## config.mk

```make
export PLATFORM = sky130hd
export DESIGN_NAME = image_tile_dispatcher
export DESIGN_NICKNAME = d
export VERILOG_FILES = /design/src/rtl/image_tile_dispatcher.sv
export SDC_FILE = /design/constraint.sdc
export NUM_CORES = 1
export LEC_CHECK = 0
export CAP_MARGIN = 40
export CELL_PAD_IN_SITES_DETAIL_PLACEMENT = 2
export CELL_PAD_IN_SITES_GLOBAL_PLACEMENT = 2
export CORE_ASPECT_RATIO = 0.75
export CORE_MARGIN = 2
export CORE_UTILIZATION = 30
export CTS_CLUSTER_DIAMETER = 200
export DETAILED_ROUTE_END_ITERATION = 7
export MAX_ROUTING_LAYER = met4
export PLACE_DENSITY = 0.85
export REMOVE_ABC_BUFFERS = 1
export SLEW_MARGIN = 20
export SYNTH_ARGS = -nofsm -noshare
export SYNTH_HDL_FRONTEND = slang
export SYNTH_SLANG_ARGS = --single-unit
```

## constraint.sdc

```tcl
create_clock -name clk_clk -period 2.3 [get_ports clk_clk]
set_input_delay 0.46 -clock clk_clk [delete_from_list [all_inputs] [get_ports clk_clk]]
set_output_delay 0.46 -clock clk_clk [all_outputs]
set_load 0.02 [all_outputs]
```

## src/rtl/image_tile_dispatcher.sv

```systemverilog
// ============================================================================
//  Module   : image_tile_dispatcher
//  Purpose  : Avalon-MM tile-index dispatcher shared by two CPUs; claims are
//             atomic single-read operations, completion raises an interrupt.
//  Revision : 1.0
// ============================================================================
`default_nettype none

module image_tile_dispatcher #(
    parameter int IDX_W = 16,
    parameter int RDLAT = 1
) (
    input  logic        clk_clk,
    input  logic        reset_reset_n,
    input  logic [2:0]  avs_address,
    input  logic        avs_read,
    output logic [31:0] avs_readdata,
    output logic        avs_readdatavalid,
    input  logic        avs_write,
    input  logic [31:0] avs_writedata,
    output logic        irq,
    output logic        busy
);

    localparam logic [1:0]  C_IDLE = 2'd0;
    localparam logic [1:0]  C_RUN  = 2'd1;
    localparam logic [1:0]  C_DONE = 2'd2;
    localparam logic [31:0] C_ID   = 32'h1D15_0001;

    logic [1:0]       state_q, state_d;
    logic [IDX_W-1:0] total_q, total_d;
    logic [IDX_W-1:0] issued_q, issued_d;
    logic [IDX_W-1:0] completed_q, completed_d;
    logic             irq_pending_q, irq_pending_d;
    logic             err_q, err_d;
    logic             rvalid_q, rvalid_d;
    logic [31:0]      rdata_q, rdata_d;

    logic w_wr, w_rd, w_ctrl_wr, w_abort, w_go, w_finish;
    logic w_claim_ok, w_comp_wr, w_comp_ok, w_irq_set, w_irq_clr;
    logic w_done;
    logic w_unused;

    // A write in the same cycle as a read wins; the read is simply dropped.
    assign w_wr       = avs_write;
    assign w_rd       = avs_read & ~avs_write;
    assign w_ctrl_wr  = w_wr && (avs_address == 3'd0);
    assign w_abort    = w_ctrl_wr && avs_writedata[1];
    assign w_go       = w_ctrl_wr && avs_writedata[0] && !w_abort && (state_q != C_RUN);
    assign w_finish   = (state_q == C_RUN) && (completed_q == total_q);
    assign w_claim_ok = (state_q == C_RUN) && (issued_q < total_q);
    assign w_comp_wr  = w_wr && (avs_address == 3'd3);
    assign w_comp_ok  = (state_q == C_RUN) && (completed_q < issued_q);
    assign w_irq_clr  = w_wr && (avs_address == 3'd6);
    assign w_irq_set  = (w_go && (total_q == '0)) || (w_finish && !w_abort) ||
                        (w_comp_wr && !w_comp_ok);

    assign w_unused = &{1'b0, avs_writedata[31:IDX_W], (RDLAT == 1)};

    always_ff @(posedge clk_clk or negedge reset_reset_n) begin
        if (!reset_reset_n) begin
            state_q       <= C_IDLE;
            total_q       <= '0;
            issued_q      <= '0;
            completed_q   <= '0;
            irq_pending_q <= 1'b0;
            err_q         <= 1'b0;
            rvalid_q      <= 1'b0;
            rdata_q       <= '0;
        end else begin
            state_q       <= state_d;
            total_q       <= total_d;
            issued_q      <= issued_d;
            completed_q   <= completed_d;
            irq_pending_q <= irq_pending_d;
            err_q         <= err_d;
            rvalid_q      <= rvalid_d;
            rdata_q       <= rdata_d;
        end
    end

    always_comb begin
        state_d = state_q;
        if (w_abort) begin
            state_d = C_IDLE;
        end else if (w_go) begin
            state_d = (total_q != '0) ? C_RUN : C_DONE;
        end else if (w_finish) begin
            state_d = C_DONE;
        end
    end

    always_comb begin
        busy   = (state_q == C_RUN);
        w_done = (state_q == C_DONE);
    end

    always_comb begin
        total_d       = total_q;
        issued_d      = issued_q;
        completed_d   = completed_q;
        irq_pending_d = irq_pending_q;
        err_d         = err_q;
        rvalid_d      = w_rd;
        rdata_d       = rdata_q;

        if (w_wr && (avs_address == 3'd1) && (state_q != C_RUN)) begin
            total_d = avs_writedata[IDX_W-1:0];
        end

        if (w_go) begin
            issued_d    = '0;
            completed_d = '0;
        end else begin
            if (w_rd && (avs_address == 3'd2) && w_claim_ok) begin
                issued_d = issued_q + IDX_W'(1);
            end
            if (w_comp_wr && w_comp_ok) begin
                completed_d = completed_q + IDX_W'(1);
            end
        end

        // Clear beats a simultaneous set so software never loses a clear.
        if (w_irq_clr) begin
            irq_pending_d = 1'b0;
            err_d         = 1'b0;
        end else begin
            irq_pending_d = irq_pending_q | w_irq_set;
            err_d         = err_q | (w_comp_wr && !w_comp_ok);
        end

        if (w_rd) begin
            case (avs_address)
                3'd0:    rdata_d = {28'd0, err_q, irq_pending_q, w_done, busy};
                3'd1:    rdata_d = 32'(total_q);
                3'd2:    rdata_d = w_claim_ok ? (32'(issued_q) | 32'h8000_0000) : 32'd0;
                3'd4:    rdata_d = 32'(issued_q);
                3'd5:    rdata_d = 32'(completed_q);
                3'd7:    rdata_d = C_ID;
                default: rdata_d = 32'd0;
            endcase
        end
    end

    assign avs_readdata      = rdata_q;
    assign avs_readdatavalid = rvalid_q;
    assign irq               = irq_pending_q;

endmodule

`default_nettype wire

```

==> flow_metrics.tcl <==
set metrics [dict create \
    layout_common_cells "buf_4 (106), dfrtp_1 (63), clkdlybuf4s50_1 (48)" \
    required_ns 2.58 \
    hold_viol 0 \
    dieArea_sq_um 16400 \
    fin_crit_sh_pct 120 \
    final_common_cell "buf_4" \
    die_x_um 147 \
    fillers 1560 \
    ys_ff_latch 71 \
    rows 39 \
    gp_congestion 0.887 \
    rsz0062_at_grt "true" \
    coreArea_sq_um 15100 \
    hold_ws_ns 0.0912 \
    netlist_area_sq_um 4610 \
    viasPerCell 5.87 \
    numPortBuffers 49 \
    slew_headroom_pct 52.9 \
    syn-instance-count 514 \
    antenna_found_initial 0 \
    peakVddDrop_uv 317 \
    startpoint "issued_q[12]$_DFFE_PN0P_" \
    clockBufferDepth 2 \
    layout.nets 737 \
    ys_seq_area_share_pct 38.5 \
    diodes 0 \
    worstPathArrival_ns 3.04 \
    crit_path_start_kind "register" \
    dp.final_hpwl_mm 14.4 \
    finish.utilization_pct 47.4 \
    failed_checks "negative setup slack" \
    holdBufCountCts 0 \
    setup_slack_ns -0.457 \
    yosysWarnings 0 \
    outcome "finished with violations" \
    drc 0 \
    area_delta_synth_final_pct 55.3 \
    max_cap_violations 0 \
    fin_worst_skew_ns 0.0170 \
    synthTopCellsByArea "dfrtp_1 (39%), ha_1 (8.7%), a21oi_1 (4.3%)" \
    clkTransAtPathRegs_ns 0.07 \
    yosys.area.top_type_share_pct 38.5 \
    gr-total-overflow 0 \
    htreeDepth 3 \
    r2r_cells 8 \
    drt_wl_total_mm 25.4 \
    r2r-end "issued_q[15]$_DFFE_PN0P_" \
    setup_viol 49 \
    ant_nets 0 \
    drtIter0Drc 404 \
    hold_path_class "in -> async" \
    period_needed_ns 2.76 \
    drive_above_1_share_pct 37.0 \
    initial_utilization_pct 30.5 \
    fmax_mhz 363 \
    vias 5139 \
    report.final.slew_viol_count 0 \
    numCtsBuffers 9 \
    synth-edff-count 0 \
    criticalPathCategory "reg -> reg" \
    ff2ff_setup_slack_ns -0.46 \
    grt_pass1_vias 5749 \
    synth-main-ff-cell "dfrtp_1" \
    root_buffer "clkbuf_16" \
    dr.pass1.iters 4 \
    clock_latency_ns 0.37 \
    yosysUniqueCellTypes 48 \
    cts_sinks 71 \
    tritoncts "done" \
    dieHeight_um 111 \
    timing.rr.start "issued_q[12]$_DFFE_PN0P_" \
    wl_per_cell_um 29.0 \
    cp-end-kind "register" \
    synth_top_area_cell "dfrtp_1" \
    grt.total_usage_pct 30.1 \
    path_max_fanout 7 \
    synth.avg_cell_area_sq_um 8.98 \
    worst_slew_pin_slew_ns 0.704 \
    ioPinCount 74 \
    pre_cts_ws_ns -0.592 \
    grt_max_degree 45 \
    p_leak_uw 0.00307 \
    synthArstFlopShare_pct 100 \
    power_density_nw_per_um2 590 \
    grt_pass1_wl_mm 35.7 \
]
-- worst max-delay path, cell delays in order, from the launching register on --
cell and delay, ns:
dfrtp_1 0.47, ha_1 0.27, a21oi_4 0.21, o211ai_4 0.12, nor4b_4 0.42, a31oi_4 0.25, clkbuf_16 0.23, or4_4 0.48
a21oi_2 0.21
-- cell usage after synthesis, drive strengths merged (8+ instances only) --
library cell and number:
nor2 36, nor3 9, nand3 17, mux2i 15, a21oi 40, inv 37
xor2 19, buf 22, o21ai 34, or4 23, clkbuf 19, nand4 12
a221o 15, o31ai 22, ha 32, nor4 8, nand2 35, dfrtp 71
-- registers in the layout, summed over array words and instances, names as in the netlist --
register and cells:
state_q 2, completed_q 16, total_q 16, avs_readdata 18, irq 1, err_q 1
avs_readdatavalid 1, issued_q 16
-- how the worst max path moves through the flow --
stage | endpoint | slack [ns] | cells past startpoint
2_1_floorplan | issued_q[6]$_DFFE_PN0P_ | -0.64 | 6
3_3_place_gp | issued_q[9]$_DFFE_PN0P_ | -0.45 | 9
3_5_place_dp | issued_q[12]$_DFFE_PN0P_ | -0.59 | 9
4_1_cts | issued_q[7]$_DFFE_PN0P_ | -0.25 | 9
5_1_grt | issued_q[15]$_DFFE_PN0P_ | -0.47 | 8
6_report | issued_q[15]$_DFFE_PN0P_ | -0.46 | 8
-- power by group --
part	switching [uW]	internal (uW)	total [uW]	leakage [uW]
Combinational	676	518	1190	0.00198
Sequential	92.6	1360	1450	0.000934
Clock	625	954	1580	0.000154
-- routing by layer --
| layer | up-vias | track usage (%) | wire length (um) | part of all wire, % |
|---|---|---|---|---|
| li1 | 2168 | - | - | - |
| met1 | 2685 | 33.8 | 10400 | 41 |
| met4 | 0 | 13.8 | 1060 | 4.2 |
| met3 | 70 | 6.15 | 1100 | 4.3 |
| met5 | - | - | 0 | 0 |
| met2 | 216 | 51.7 | 12900 | 51 |
-- logic make-up (layout without fill, tap and decap cells) --
family	after synthesis	in the layout	synth area share [%]
other cells	1	8	0.0813
compound gates	131	131	18.3
fa+ha+maj	32	32	8.68
flops	71	71	38.5
simple gates	166	166	19.5
buf+inv	78	227	7.89
mux	16	16	3.50
xor+xnor	19	19	3.61
-- cell type report --
cell class                      instances  area [sq um]  area share [%]
Clock inverter                          2          37.5           0.524
Multi-Input combinational cell        372          3030            42.3
Clock buffer                           13           280            3.91
Inverter                               37           144            2.01
Timing Repair Buffer                  175          1630            22.8
Tap cell                              205           256            3.58
Sequential cell                        71          1790            24.9
-- what timing repair did --
action                                  CTS  global route
resized for setup                        76            65
endpoints found under the setup margin   47            51
pin swaps                                32            15
setup buffers                             9            11
gates cloned                              4             1
-- stage by stage --
| step | std cells | TNS [ns] | total power, uW | instance area [sq um] |
|---|---|---|---|---|
| CTS | 864 | -6.37 | 4070 | 6860 |
| floorplan | 480 | -16.89 | 1860 | 4410 |
| global placement | 836 | -13.23 | 2360 | 6020 |
| finish | 875 | -13.53 | 4230 | 7160 |
| detailed placement | 836 | -18.78 | 2450 | 6020 |
| global route | 875 | -15.56 | 4340 | 7160 |
Power figures use the tool's default switching activity.
